<file path="src/rtl/key_conditioner.sv">
// Pushbutton conditioner: per-key 2-flop synchroniser followed by a debounce FSM
// that produces a clean level, press/release strobes and optional auto-repeat presses.
module key_conditioner #(
    parameter int unsigned NKEYS    = 4,
    parameter int unsigned DEBOUNCE = 500000,
    parameter int unsigned REPEAT   = 0,
    parameter int unsigned CNT_W    = 20
) (
    input  logic             clk,
    input  logic             reset,
    input  logic [NKEYS-1:0] key_n,
    output logic [NKEYS-1:0] level,
    output logic [NKEYS-1:0] press,
    output logic [NKEYS-1:0] released
);

    typedef enum logic [1:0] {
        IDLE,
        PRESS_WAIT,
        HELD,
        RELEASE_WAIT
    } state_t;

    localparam logic [CNT_W-1:0] DEB_LAST = CNT_W'(DEBOUNCE - 1);
    localparam logic [CNT_W-1:0] REP_LAST = (REPEAT == 0) ? '0 : CNT_W'(REPEAT - 1);
    localparam logic             REP_EN   = (REPEAT != 0);

    logic [NKEYS-1:0] sync1;
    logic [NKEYS-1:0] sync2;
    state_t           state [NKEYS];
    logic [CNT_W-1:0] cnt   [NKEYS];
    logic [CNT_W-1:0] rcnt  [NKEYS];

    always_ff @(posedge clk) begin
        if (!reset) begin
            sync1    <= '1;
            sync2    <= '1;
            level    <= '0;
            press    <= '0;
            released <= '0;
            for (int i = 0; i < int'(NKEYS); i++) begin
                state[i] <= IDLE;
                cnt[i]   <= '0;
                rcnt[i]  <= '0;
            end
        end else begin
            sync1    <= key_n;
            sync2    <= sync1;
            press    <= '0;
            released <= '0;
            for (int i = 0; i < int'(NKEYS); i++) begin
                // sync2 is active-low: a 0 means the key is currently pressed
                case (state[i])
                    IDLE: begin
                        if (!sync2[i]) begin
                            state[i] <= PRESS_WAIT;
                            cnt[i]   <= '0;
                        end
                    end
                    PRESS_WAIT: begin
                        if (sync2[i]) begin
                            state[i] <= IDLE;
                        end else if (cnt[i] == DEB_LAST) begin
                            state[i] <= HELD;
                            level[i] <= 1'b1;
                            press[i] <= 1'b1;
                            rcnt[i]  <= '0;
                        end else begin
                            cnt[i] <= cnt[i] + CNT_W'(1);
                        end
                    end
                    HELD: begin
                        if (sync2[i]) begin
                            state[i] <= RELEASE_WAIT;
                            cnt[i]   <= '0;
                        end else if (REP_EN && rcnt[i] == REP_LAST) begin
                            press[i] <= 1'b1;
                            rcnt[i]  <= '0;
                        end else if (REP_EN) begin
                            rcnt[i] <= rcnt[i] + CNT_W'(1);
                        end
                    end
                    RELEASE_WAIT: begin
                        // A bounce back to pressed resumes HELD with the repeat count intact
                        if (!sync2[i]) begin
                            state[i] <= HELD;
                        end else if (cnt[i] == DEB_LAST) begin
                            state[i]    <= IDLE;
                            level[i]    <= 1'b0;
                            released[i] <= 1'b1;
                        end else begin
                            cnt[i] <= cnt[i] + CNT_W'(1);
                        end
                    end
                    default: state[i] <= IDLE;
                endcase
            end
        end
    end

endmodule

</file>
<file path="config.mk">
export PLATFORM = sky130hd
export DESIGN_NAME = key_conditioner
export DESIGN_NICKNAME = d
export VERILOG_FILES = /design/src/rtl/key_conditioner.sv
export SDC_FILE = /design/constraint.sdc
export NUM_CORES = 1
export LEC_CHECK = 0
export CAP_MARGIN = 15
export CELL_PAD_IN_SITES_DETAIL_PLACEMENT = 0
export CELL_PAD_IN_SITES_GLOBAL_PLACEMENT = 1
export CORE_MARGIN = 3
export CORE_UTILIZATION = 51
export CTS_CLUSTER_SIZE = 25
export DETAILED_ROUTE_END_ITERATION = 12
export DONT_BUFFER_PORTS = 1
export MAX_ROUTING_LAYER = met4
export PLACE_DENSITY_LB_ADDON = 0.1
export SYNTH_ARGS = -nofsm -noshare
export SYNTH_HDL_FRONTEND = slang
export SYNTH_SLANG_ARGS = --single-unit
</file>
<file path="constraint.sdc">
create_clock -name clk -period 4.15 [get_ports clk]
set_input_delay 1.0375 -clock clk [delete_from_list [all_inputs] [get_ports clk]]
set_output_delay 1.0375 -clock clk [all_outputs]
set_load 0.01 [all_outputs]
</file>
==> results.txt <==
Cells fill 56.4% of the core in the end. The count of final hold-check violations was 0. The kind of start point of the critical path is a flip-flop. For the worst setup timing slack at the placement stage, the log shows 1.32 ns.

Critical path start-end classification: flip-flop to flip-flop. The floorplan step set the die width to 111 um. The post-detailed-route DRC marker count was 0. The most critical setup path has its startpoint at cnt[2][12]$_SDFFCE_PN0P_. After clock tree synthesis, the clock-pin slew on the worst setup and hold paths is 0.10 ns. The worst setup path is captured at a flip-flop. The via count is 4045.

Across the VDD grid, the largest voltage drop is 0.246 mV. In this run, CTS created clock tree buffers numbering 9. In this run the critical register-to-register path is launched from cnt[2][12]$_SDFFCE_PN0P_. For the total die area, the log shows 12400 um^2. The routed design has 10500 um of wire. The logs give 0 for the number of antenna violations at the first check in global routing and 0 for the total of max-cap violations. The via density per instance is 5.91, and the effective utilization at floorplan is 53.5%.

Total power draw: 2.90 mW. The cell with the most instances after synthesis is sky130_fd_sc_hd__edfxtp_1. Layout overhead on the synthesized area: 5.52%. The clock latency at the later pin of the worst-skew pair is 0.38 ns, and the cell area after placement is 5780 um^2. The Yosys step of the flow raised 0 warnings. For the via count of the first global-routing pass, the log shows 3839. The class of the tightest hold or removal check is flip-flop to flip-flop. The number of flip-flops and latches in the synthesized netlist is 108, and the share of synthesized registers carrying an async set or reset is 0%. In the synthesized netlist the dominant register cell turns out to be sky130_fd_sc_hd__edfxtp_1. In the post-synthesis netlist, the biggest area contributors are sky130_fd_sc_hd__edfxtp_1 (47%), sky130_fd_sc_hd__dfxtp_1 (7.1%), sky130_fd_sc_hd__xor2_1 (4.8%), sky130_fd_sc_hd__nor2_1 (4.7%), sky130_fd_sc_hd__xnor2_1 (3.6%). The endpoint required time on the critical path is 4.28 ns, and the number of gates resized after CTS is 0. Adding up every negative setup slack in the final design gives 0 ns.

The share of the synthesized area in the top cell type is 46.8%, and the placeable core region is 10600 um^2. After clock tree synthesis, the setup repair step added 0 buffers. The first global-routing pass estimated 18500 um of wire. The pre-antenna-repair detailed-routing pass consisted of 4 iterations.

For this design, the sink count on the clock tree is 108. The number of rows in the core area came out at 37. Dividing the detail-routed wire length by the instance count gives 15.4 um.

The tools report the clock tree skew after final layout as 0.0111 ns. After routing the design area is 5960 um^2. After layout, the worst path uses 66.8% of the clock period. The maximum level of the CTS H-tree was 3. The number of buffers added to fix hold violations after cts came out at 0. Largest net degree at the start of global routing: 32. For this block, the initial DRC count from the detailed router was 307. The net count of the finished layout is 554. The power density relative to cell area works out to 487 nW/um^2. The die is 111 um tall. Combinational logic is responsible for 17.4% of the overall power. TritonCTS built the clock tree. The final number of setup-violating endpoints is 0.

Yosys mapped a number of flops with a built-in enable equal to 88. The net count after synthesis was 559; the number of unique standard cell types used by synthesis was 41. Setup repair after global routing left no endpoint under its margin. Global routing used 18.7% of the available tracks. For the part of the power in the clock network, the log shows 21.1%. Sequential cells were found to cover 53.9% of the synthesized design area. 18 I/O pins were placed. The worst pin sits at a relative slew slack of 44.8%. The tools report the design internal power as 1.96 mW.

The proportion of layout cells with a drive suffix above 1 came out at 4.74%. The run finished with clean final reports. STA puts the critical path data arrival time at 2.90 ns. The worst hold path begins at sync1[3]$_SDFF_PN1_. Fill cells in the final layout number 939. Counting every instance in the synthesized netlist gives 549.

Averaged over all synthesized cells, the footprint is 10.3 um^2. For the weighted congestion at the end of routability-driven global placement, the log shows 0.841. At the pin with the least slew margin, the transition time is 0.827 ns. The root buffer cell chosen for the clock tree is sky130_fd_sc_hd__clkbuf_8. Of the total power, the share spent switching nets is 32.5%.

The remaining global-route overflow is 0, and the HPWL reported at the end of detailed placement is 7160 um. The post-synth design cell area came out at 5650 um^2. The cell taking the most area after synthesis was sky130_fd_sc_hd__edfxtp_1. Minimum period implied by the final worst setup slack: 2.77 ns. The maximum count of clock buffers along a single path is 2.

The number of input and output port buffers inserted was 0. The share of total power dissipated in sequential elements is 61.4%. Once routing completed, OpenROAD measured the worst setup slack at 1.38 ns. Timing-limited maximum frequency: 360 MHz.

The detail route stage leaves a number of antenna-violating nets equal to 0. Summed over all cells, the static leakage comes to 1.88 nW. Ranked by instance count, the synthesized netlist is headed by sky130_fd_sc_hd__edfxtp_1 (88), sky130_fd_sc_hd__nor2_1 (70), sky130_fd_sc_hd__nand2_1 (38). For the reported net switching power, the log shows 943 uW.

The repair_antennas step left the layout with diodes totalling 0. The maximum net fanout on the critical path is 11, and the final number of max-transition violations is 0.
## cell families (layout without fill, tap and decap cells)
family	Yosys count	in the layout	share of synthesized area, %
and+or+nand+nor	263	263	25.8
adders and majority gates	4	4	0.887
AOI/OAI and AO/OA	81	81	8.27
DFF	108	108	53.9
xor gates and xnor gates	54	54	8.38
buffers and inverters	39	39	2.79
## path summary, 6_finish.rpt
check | endpoint | slack [ns] | depth (start not counted)
hold reg to reg | sync2[3]$_SDFF_PN1_ | 0.42 | 1
hold / removal | sync2[3]$_SDFF_PN1_ | 0.42 | 1
setup / recovery | cnt[2][5]$_SDFFCE_PN0P_ | 1.38 | 5
setup reg to reg | cnt[2][5]$_SDFFCE_PN0P_ | 1.38 | 5
## layout make-up
| type | instances | area [um^2] | share of cell area (%) |
|---|---|---|---|
| Clock buffer | 15 | 176 | 2.96 |
| Inverter | 16 | 60.1 | 1.01 |
| Multi-Input combinational cell | 402 | 2450 | 41.1 |
| Tap cell | 136 | 170 | 2.86 |
| Sequential cell | 108 | 3040 | 51.1 |
| Clock inverter | 1 | 5.00 | 0.0840 |
| Timing Repair Buffer | 7 | 52.6 | 0.882 |
## power by group through the flow
stage / registers (mW) / clock network, mW / logic (mW)
after floorplan: 1.71 / 0 / 0.429
after detailed placement: 1.80 / 0 / 0.507
after global routing: 1.84 / 0.679 / 0.582
final: 1.78 / 0.613 / 0.506
after CTS: 1.78 / 0.634 / 0.512
after global placement: 1.79 / 0 / 0.496
## layer usage
layer,wire [um],global-route usage (%),part of all wire [%],up-vias
li1,-,-,-,2029
met1,5230,25.5,50,1952
met2,4820,27.9,46,49
met3,276,3.06,2.6,15
met4,199,7.62,1.9,0
met5,0,-,0,-
## cell usage in the layout (no fill, tap or decap), types with 4 or more instances in the layout
cell                       instances
sky130_fd_sc_hd__nand4_1          23
sky130_fd_sc_hd__nand3_1          26
sky130_fd_sc_hd__a21oi_1          35
sky130_fd_sc_hd__inv_1            16
sky130_fd_sc_hd__xor2_1           31
sky130_fd_sc_hd__dfxtp_1          20
sky130_fd_sc_hd__nor4_1            6
sky130_fd_sc_hd__ha_1              4
sky130_fd_sc_hd__nor4b_1           6
sky130_fd_sc_hd__edfxtp_1         88
sky130_fd_sc_hd__or4_1            15
sky130_fd_sc_hd__nand2b_1         10
sky130_fd_sc_hd__xnor2_1          23
sky130_fd_sc_hd__o31ai_1          10
sky130_fd_sc_hd__nor3_1           11
sky130_fd_sc_hd__clkbuf_8         12
sky130_fd_sc_hd__o21ai_0          19
sky130_fd_sc_hd__buf_4             7
sky130_fd_sc_hd__nand2_1          38
sky130_fd_sc_hd__o21ai_1           4
sky130_fd_sc_hd__and4_1           15
sky130_fd_sc_hd__nor2_1           70
sky130_fd_sc_hd__and3_1           11
sky130_fd_sc_hd__or3_1            17
## worst max-delay path, stage by stage (launching register included)
cell and delay (ns):
sky130_fd_sc_hd__edfxtp_1 0.50, sky130_fd_sc_hd__or4b_1 0.55, sky130_fd_sc_hd__or4_4 0.45, sky130_fd_sc_hd__o21bai_1 0.67, sky130_fd_sc_hd__buf_4 0.30, sky130_fd_sc_hd__nor2_1 0.06
## per-stage QoR
stage / hold slack, ns / std cells
final: 0.415 / 685
after global routing: 0.442 / 685
after CTS: 0.419 / 685
after detailed placement: 0.396 / 669
after global placement: 0.392 / 669
after floorplan: 0.386 / 549
## registers in the layout (all words and copies together), names as in the netlist
register / count
cnt: 80
sync2: 4
press: 4
state: 8
sync1: 4
level: 4
released: 4
Note: power is estimated with default switching activity, not from simulation.
